==> config.mk <==
export PLATFORM = sky130hd
export DESIGN_NAME = bp_cce_pending_sched_flat
export DESIGN_NICKNAME = d
export VERILOG_FILES = /design/src/rtl/bp_cce_pending_sched_if.sv /design/src/rtl/bp_cce_pending_sched.sv /design/src/flat_wrapper.sv
export SDC_FILE = /design/constraint.sdc
export NUM_CORES = 1
export LEC_CHECK = 0
export BUFFER_PORTS_ARGS = -buffer_cell sky130_fd_sc_hd__clkbuf_2
export CAP_MARGIN = 20
export CORE_MARGIN = 1.5
export CORE_UTILIZATION = 50
export CTS_CLUSTER_DIAMETER = 200
export CTS_CLUSTER_SIZE = 16
export DETAILED_ROUTE_END_ITERATION = 10
export GPL_TIMING_DRIVEN = 0
export PLACE_DENSITY = 0.68
export SKIP_LAST_GASP = 1
export SLEW_MARGIN = 20
export SYNTH_ARGS = -nofsm -noshare
export SYNTH_HDL_FRONTEND = slang
export SYNTH_SLANG_ARGS = --single-unit
export TNS_END_PERCENT = 20
==> constraint.sdc <==
create_clock -name clk_i -period 9.4 [get_ports clk_i]
set_clock_uncertainty 0.2 [all_clocks]
set_input_delay 0 -clock clk_i [delete_from_list [all_inputs] [get_ports clk_i]]
set_output_delay 0 -clock clk_i [all_outputs]
set_load 0.02 [all_outputs]
==> src/rtl/bp_cce_pending_sched_if.sv <==
// rtl/bp_cce_pending_sched_if.sv - requester handshake and table write-side bundle for bp_cce_pending_sched
//
// Signals
//   req_v      requester -> sched  per-requester op valid
//   req_wg     requester -> sched  per-requester way group, requester k in slice k
//   req_op     requester -> sched  per-requester op: 0 inc, 1 dec, 2 clear, 3 reserved
//   req_ready  sched -> requester  one-hot grant
//   w_v        sched -> tracer     table write this cycle (requester ops only)
//   w_wg       sched -> tracer     written way group
//   w_val      sched -> tracer     written value
// Modports: master (requester/tracer side), slave (scheduler side).
interface bp_cce_pending_sched_if
  #(parameter int num_way_groups_p = 64
   ,parameter int width_p          = 3
   ,parameter int num_req_p        = 3
   );

   localparam int lg_num_way_groups_lp = (num_way_groups_p > 1) ? $clog2(num_way_groups_p) : 1;

   logic [num_req_p-1:0]                      req_v;
   logic [num_req_p*lg_num_way_groups_lp-1:0] req_wg;
   logic [num_req_p*2-1:0]                    req_op;
   logic [num_req_p-1:0]                      req_ready;
   logic                                      w_v;
   logic [lg_num_way_groups_lp-1:0]           w_wg;
   logic [width_p-1:0]                        w_val;

   modport master (output req_v, req_wg, req_op, input req_ready, w_v, w_wg, w_val);
   modport slave  (input req_v, req_wg, req_op, output req_ready, w_v, w_wg, w_val);

endinterface

==> src/rtl/bp_cce_pending_sched.sv <==
// rtl/bp_cce_pending_sched.sv - round-robin scheduler for the CCE pending-counter table
//
// Purpose: arbitrates inc/dec/clear ops from num_req_p requesters onto the shared
// per-way-group pending-counter table, one op per cycle, applied as a registered
// read-modify-write (stage S1). Exposes a pending-bit read port for decode.
//
// Ports
//   clk_i        clock
//   reset_n_i    asynchronous active-low reset
//   bus          requester handshake + write-side outputs (slave modport)
//   rd_wg_i      read-port way group
//   pending_o    counter[rd_wg_i] != 0 (0 during INIT)
//   init_done_o  table initialized, grants enabled
//   err_o        one-cycle pulse on saturation or reserved op
//
// Optional feature macro: BP_CCE_PENDING_BYPASS_EN
//   defined   - pending_o reflects the S1 write being committed this cycle
//   undefined - pending_o reads the committed table only
module bp_cce_pending_sched
  #(parameter int num_way_groups_p = 64
   ,parameter int width_p          = 3
   ,parameter int num_req_p        = 3
   ,localparam int lg_num_way_groups_lp = (num_way_groups_p > 1) ? $clog2(num_way_groups_p) : 1
   )
   (input  logic                            clk_i
   ,input  logic                            reset_n_i
   ,bp_cce_pending_sched_if.slave           bus
   ,input  logic [lg_num_way_groups_lp-1:0] rd_wg_i
   ,output logic                            pending_o
   ,output logic                            init_done_o
   ,output logic                            err_o
   );

   localparam int lg_num_req_lp = (num_req_p > 1) ? $clog2(num_req_p) : 1;
   localparam logic [lg_num_way_groups_lp-1:0] last_idx_lp = lg_num_way_groups_lp'(num_way_groups_p-1);
   localparam logic [lg_num_req_lp-1:0]        last_req_lp = lg_num_req_lp'(num_req_p-1);
   localparam logic [width_p-1:0]              max_val_lp  = '1;

   typedef enum logic {INIT, RUN} state_e;

   state_e                          state_r, state_n;
   logic [lg_num_way_groups_lp-1:0] idx_r, idx_n;
   logic [lg_num_req_lp-1:0]        ptr_r;
   logic                            s1_v_r;
   logic [lg_num_way_groups_lp-1:0] s1_wg_r;
   logic [1:0]                      s1_op_r;

   // Table contents are deliberately not reset; the INIT sweep zeroes them.
   logic [width_p-1:0] table_r [num_way_groups_p];

   logic [num_req_p-1:0]            grant;
   logic                            grant_v;
   logic [lg_num_req_lp-1:0]        grant_idx;
   logic [lg_num_way_groups_lp-1:0] grant_wg;
   logic [1:0]                      grant_op;
   int                              k;

   logic [width_p-1:0] old_val, new_val;
   logic               op_err;

   // INIT sweeps idx over every entry, then hands over to RUN for good.
   always_comb begin
      state_n = state_r;
      idx_n   = idx_r;
      if (state_r == INIT) begin
         idx_n = idx_r + lg_num_way_groups_lp'(1);
         if (idx_r == last_idx_lp) begin
            state_n = RUN;
            idx_n   = '0;
         end
      end
   end

   // Round-robin search starting at ptr_r; first valid requester wins.
   always_comb begin
      grant     = '0;
      grant_v   = 1'b0;
      grant_idx = '0;
      k         = 0;
      if (state_r == RUN) begin
         for (int i = 0; i < num_req_p; i++) begin
            k = (int'(ptr_r) + i) % num_req_p;
            if (!grant_v && bus.req_v[k]) begin
               grant_v   = 1'b1;
               grant[k]  = 1'b1;
               grant_idx = lg_num_req_lp'(k);
            end
         end
      end
      grant_wg = bus.req_wg[grant_idx*lg_num_way_groups_lp +: lg_num_way_groups_lp];
      grant_op = bus.req_op[grant_idx*2 +: 2];
   end

   // S1 modify: saturating inc/dec, clear, reserved keeps the old value.
   always_comb begin
      old_val = table_r[s1_wg_r];
      new_val = old_val;
      op_err  = 1'b0;
      case (s1_op_r)
         2'd0: if (old_val == max_val_lp) op_err = 1'b1;
               else new_val = old_val + width_p'(1);
         2'd1: if (old_val == '0) op_err = 1'b1;
               else new_val = old_val - width_p'(1);
         2'd2: new_val = '0;
         default: op_err = 1'b1;
      endcase
   end

   always_ff @(posedge clk_i or negedge reset_n_i) begin
      if (!reset_n_i) begin
         state_r <= INIT;
         idx_r   <= '0;
         ptr_r   <= '0;
         s1_v_r  <= 1'b0;
         s1_wg_r <= '0;
         s1_op_r <= '0;
      end else begin
         state_r <= state_n;
         idx_r   <= idx_n;
         s1_v_r  <= grant_v;
         if (grant_v) begin
            s1_wg_r <= grant_wg;
            s1_op_r <= grant_op;
            ptr_r   <= (grant_idx == last_req_lp) ? '0 : grant_idx + lg_num_req_lp'(1);
         end
      end
   end

   // Reset clears s1_v_r asynchronously, so an in-flight op never commits.
   always_ff @(posedge clk_i) begin
      if (state_r == INIT)
         table_r[idx_r] <= '0;
      else if (s1_v_r)
         table_r[s1_wg_r] <= new_val;
   end

   always_comb begin
      pending_o = 1'b0;
      if (state_r == RUN) begin
         pending_o = (table_r[rd_wg_i] != '0);
`ifdef BP_CCE_PENDING_BYPASS_EN
         if (s1_v_r && (s1_wg_r == rd_wg_i))
            pending_o = (new_val != '0);
`else
`endif
      end
   end

   assign init_done_o   = (state_r == RUN);
   assign bus.req_ready = grant;
   assign bus.w_v       = s1_v_r;
   assign bus.w_wg      = s1_v_r ? s1_wg_r : '0;
   assign bus.w_val     = s1_v_r ? new_val : '0;
   assign err_o         = s1_v_r & op_err;

endmodule

==> src/flat_wrapper.sv <==
// flat-port wrapper written by rule: the top's interface ports become plain ports
module bp_cce_pending_sched_flat 
#(parameter int num_way_groups_p = 64
   ,parameter int width_p          = 3
   ,parameter int num_req_p        = 3
   ,localparam int lg_num_way_groups_lp = (num_way_groups_p > 1) ? $clog2(num_way_groups_p) : 1
   )
  (clk_i, reset_n_i, rd_wg_i, pending_o, init_done_o, err_o, bus_req_v, bus_req_wg, bus_req_op, bus_req_ready, bus_w_v, bus_w_wg, bus_w_val);
  bp_cce_pending_sched_if #(.num_way_groups_p(num_way_groups_p), .width_p(width_p), .num_req_p(num_req_p)) bus_i ();
  input  logic clk_i;
  input  logic reset_n_i;
  input  logic [lg_num_way_groups_lp-1:0] rd_wg_i;
  output logic pending_o;
  output logic init_done_o;
  output logic err_o;
  input wire logic [$bits(bus_i.req_v)-1:0] bus_req_v;
  input wire logic [$bits(bus_i.req_wg)-1:0] bus_req_wg;
  input wire logic [$bits(bus_i.req_op)-1:0] bus_req_op;
  output wire logic [$bits(bus_i.req_ready)-1:0] bus_req_ready;
  output wire logic [$bits(bus_i.w_v)-1:0] bus_w_v;
  output wire logic [$bits(bus_i.w_wg)-1:0] bus_w_wg;
  output wire logic [$bits(bus_i.w_val)-1:0] bus_w_val;
  assign bus_i.req_v = bus_req_v;
  assign bus_i.req_wg = bus_req_wg;
  assign bus_i.req_op = bus_req_op;
  assign bus_req_ready = bus_i.req_ready;
  assign bus_w_v = bus_i.w_v;
  assign bus_w_wg = bus_i.w_wg;
  assign bus_w_val = bus_i.w_val;
  bp_cce_pending_sched #(.num_way_groups_p(num_way_groups_p), .width_p(width_p), .num_req_p(num_req_p)) u_core (.clk_i(clk_i), .reset_n_i(reset_n_i), .bus(bus_i), .rd_wg_i(rd_wg_i), .pending_o(pending_o), .init_done_o(init_done_o), .err_o(err_o));
endmodule
==> impl_results.md <==
- Status: finished, final reports clean
- Total CTS buffers: 17
- Largest net degree at the start of global routing: 65
- Ys async rst share: 8.57%
- Hold path start: bus_req_v[2]
- Number of max-cap violations: 0
- Distinct cells, synth: 59
- Via-to-Cell Ratio: 6.58
- Skew-Pair Late Insertion Delay: 500 ps
- Die Height: 146 um
- CTS clock-pin slew for the worst setup and hold paths: 80 ps
- Multi-input logic area: 3720 um^2
- Most used DFF post-synth: edfxtp_1
- Synth Warn #: 0
- Mapped Cells: 757
- Leakage: 3.17 nW
- ANT nets after route: 0
- # port buffers: 48
- Clk buf depth: 3
- Crit path kind: register to register
- Final non-filler cell total: 1121
- Pwr/cell area: 148 nW/um^2
- DPL Wire Length: 20100 um
- Post-Syn Nets: 801
- Final GP Congestion: 0.941
- Headroom to the max-slew limit: 24.5%
- Number of global-route vias before repair: 7300
- Least-Margin Pin Slew: 1130 ps
- Final Hold Vio Count: 0
- Iter 0 DRT Violations: 1068
- # clock sinks: 210
- Die ar.: 21200 um^2
- GRT overflow: 0
- Initial antenna violation count: 0
- List of most frequent post-synthesis cells: edfxtp_1 (192), nor2_1 (86), a21oi_1 (48)
- Gate power share: 2.2%
- Cell taking the most area after synthesis: edfxtp_1
- Worst r2r src: u_core.s1_wg_r[1]
- Flop pwr share: 58.6%
- Final nets: 890
- Ports: 51
- H-tree Lvls: 1
- FILL cells: 1556
- Synth Register Bits: 210
- Final design utilization: 58.5%
- Peak supply drop: 0.000102 V
- Max FO, Critical Path: 25
- Post-synth EDFFs: 192
- Fin. max-slew vios: 0
- Sw Pwr: 0.000350 W
- CP endpoint kind: register
- HP Class: primary input to register
- Total placed cells including tap cells: 1074
- Dominant cells by area after synthesis: edfxtp_1 (57%), mux4_2 (10%), dfrtp_1 (4.4%)
- Synthesized area: 10200 um^2
- CTS tree: done
- Layout cells sized above 1: 16.4%
- Root buffer cell: clkbuf_16
- Switching Share: 20.4%
- Clock power frac: 39.1%
- Vias: 7375
- Max Clock Freq: 0.191 GHz
- Internal power: 0.00136 W
- Pre-CTS WS: 4340 ps
- Post-CTS Resized: 0
- First-pass GRT wire length: 44800 um
- Gr usage total: 28.1%
- Core area: 19700 um^2
- Endpoints failing setup: 0
- Die width: 146 um
- RSZ-0062 raised after global routing: no
- DRC violations left: 0
- Setup TNS Final: 0 ps
- Data required time at the worst endpoint: 9530 ps
- Initial Util: 51.5%
- Total wire length: 29500 um
- Period minus WS final: 5220 ps
- Share of the synthesized area in the top cell type: 56.8%
- Seq/Total Area, Yosys: 61.2%
- Avg Cell Area, Syn: 13.4 um^2
- Area grow syn2layout: 13.5%
- Setup repair bufs after CTS: 0
- Nature of the critical path startpoint: register
- Seq. cell area: 6220 um^2
- WL/cell: 26.3 um
- Worst Path Arrival: 5360 ps
- Drt pass-1 iters: 6
- Antenna diodes: 0
- # rows: 51
- Final critical-path share of the clock period: 55.6%
- Most numerous cell in the Yosys netlist: edfxtp_1
- Setup ws final: 4180 ps
- Hold Slack: 27.1 ps
- Launch point of the worst path: u_core.s1_wg_r[1]
==> layer usage <==
metal / share of wire, % / GRT usage (%)
met1: 38 / 38.9
met2: 47 / 45.1
met3: 12 / 5.61
met4: 3.2 / 9.03
met5: 0 / 0
==> layout make-up <==
cell class / count / share of cell area (%)
multi-input cells: 492 / 32.3
inverters: 13 / 0.423
clock buffers: 28 / 4.05
clock inverters: 1 / 0.141
plain buffers: 42 / 1.71
repair buffers: 70 / 4.60
flip-flops and latches: 210 / 53.9
well taps: 265 / 2.88
==> logic make-up (layout without fill, tap and decap cells) <==
family                     after synthesis  count (layout)  share of synthesized area, %
DFF                                    210             210                          61.2
and+or+nand+nor                        255             255                          12.5
AOI/OAI and AO/OA                      147             147                          9.25
buffers and inverters                   55             154                          2.43
xor gates and xnor gates                 2               2                         0.172
muxes                                   78              78                          13.3
adders and majority gates               10              10                          1.21
==> power by group through the flow <==
stage,sequential (W),combinational [W],clock (W)
finish,0.00100,0.0000383,0.000670
global placement,0.00102,0.0000335,0
CTS,0.00100,0.0000374,0.000677
detailed placement,0.00102,0.0000338,0
floorplan,0.00102,0.0000158,0
global route,0.00100,0.0000406,0.000710
==> worst max-delay path, cell delays in order, from the launching register on <==
cell and delay (ps):
dfrtp_1 330, buf_2 350, buf_1 890, mux4_2 430
a22o_1 270, a221oi_1 320, nor3_1 80, a211o_1 380
inv_1 90, ha_1 170, ha_1 210, o21ai_0 120
inv_1 100, a21oi_1 130, a21oi_4 550, buf_16 250
buf_16 170
==> cell usage in the layout, fill, tap and decap left out, types with 18 or more instances in the layout <==
| master | n |
|---|---|
| edfxtp_1 | 192 |
| nor2_1 | 86 |
| clkbuf_2 | 48 |
| a21oi_1 | 47 |
| mux4_2 | 45 |
| nand2_1 | 38 |
| nor3_1 | 38 |
| clkbuf_1 | 37 |
| mux2i_1 | 31 |
| nor4_1 | 28 |
| a22oi_1 | 24 |
| dlygate4sd3_1 | 18 |
| dfrtp_1 | 18 |
==> registers in the layout, indices dropped and copies added (netlist names) <==
name and flops:
u_core.ptr_r 2, u_core.init_done_o 1, u_core.bus.w_v 1, u_core.idx_r 6
u_core.s1_wg_r 6, u_core.s1_op_r 2, u_core.table_r 192
==> stage by stage <==
| step | total power (W) | cell area, um^2 |
|---|---|---|
| 3_5_place_dp | 0.00106 | 10900 |
| 4_1_cts | 0.00172 | 11500 |
| 5_1_grt | 0.00175 | 11500 |
| 2_1_floorplan | 0.00104 | 10200 |
| 3_3_place_gp | 0.00106 | 10700 |
| 6_report | 0.00171 | 11500 |
==> worst paths after layout <==
kind,slack (ps),end,cells after the start
worst max-delay path,4180,u_core.table_r[37][0],16
worst min-delay path,30,u_core.ptr_r[0],6
worst max register to register,4180,u_core.table_r[37][0],16
worst min register to register,350,u_core.ptr_r[1],1
max in group asynchronous,8030,u_core.s1_op_r[1],3
min in group asynchronous,470,u_core.ptr_r[0],3
==> timing repair <==
item,4_1_cts,5_1_grt
endpoints found under the hold margin,26,0
setup endpoints to repair,0,0
hold buffers,18,0
(Power assumes the default switching activity.)
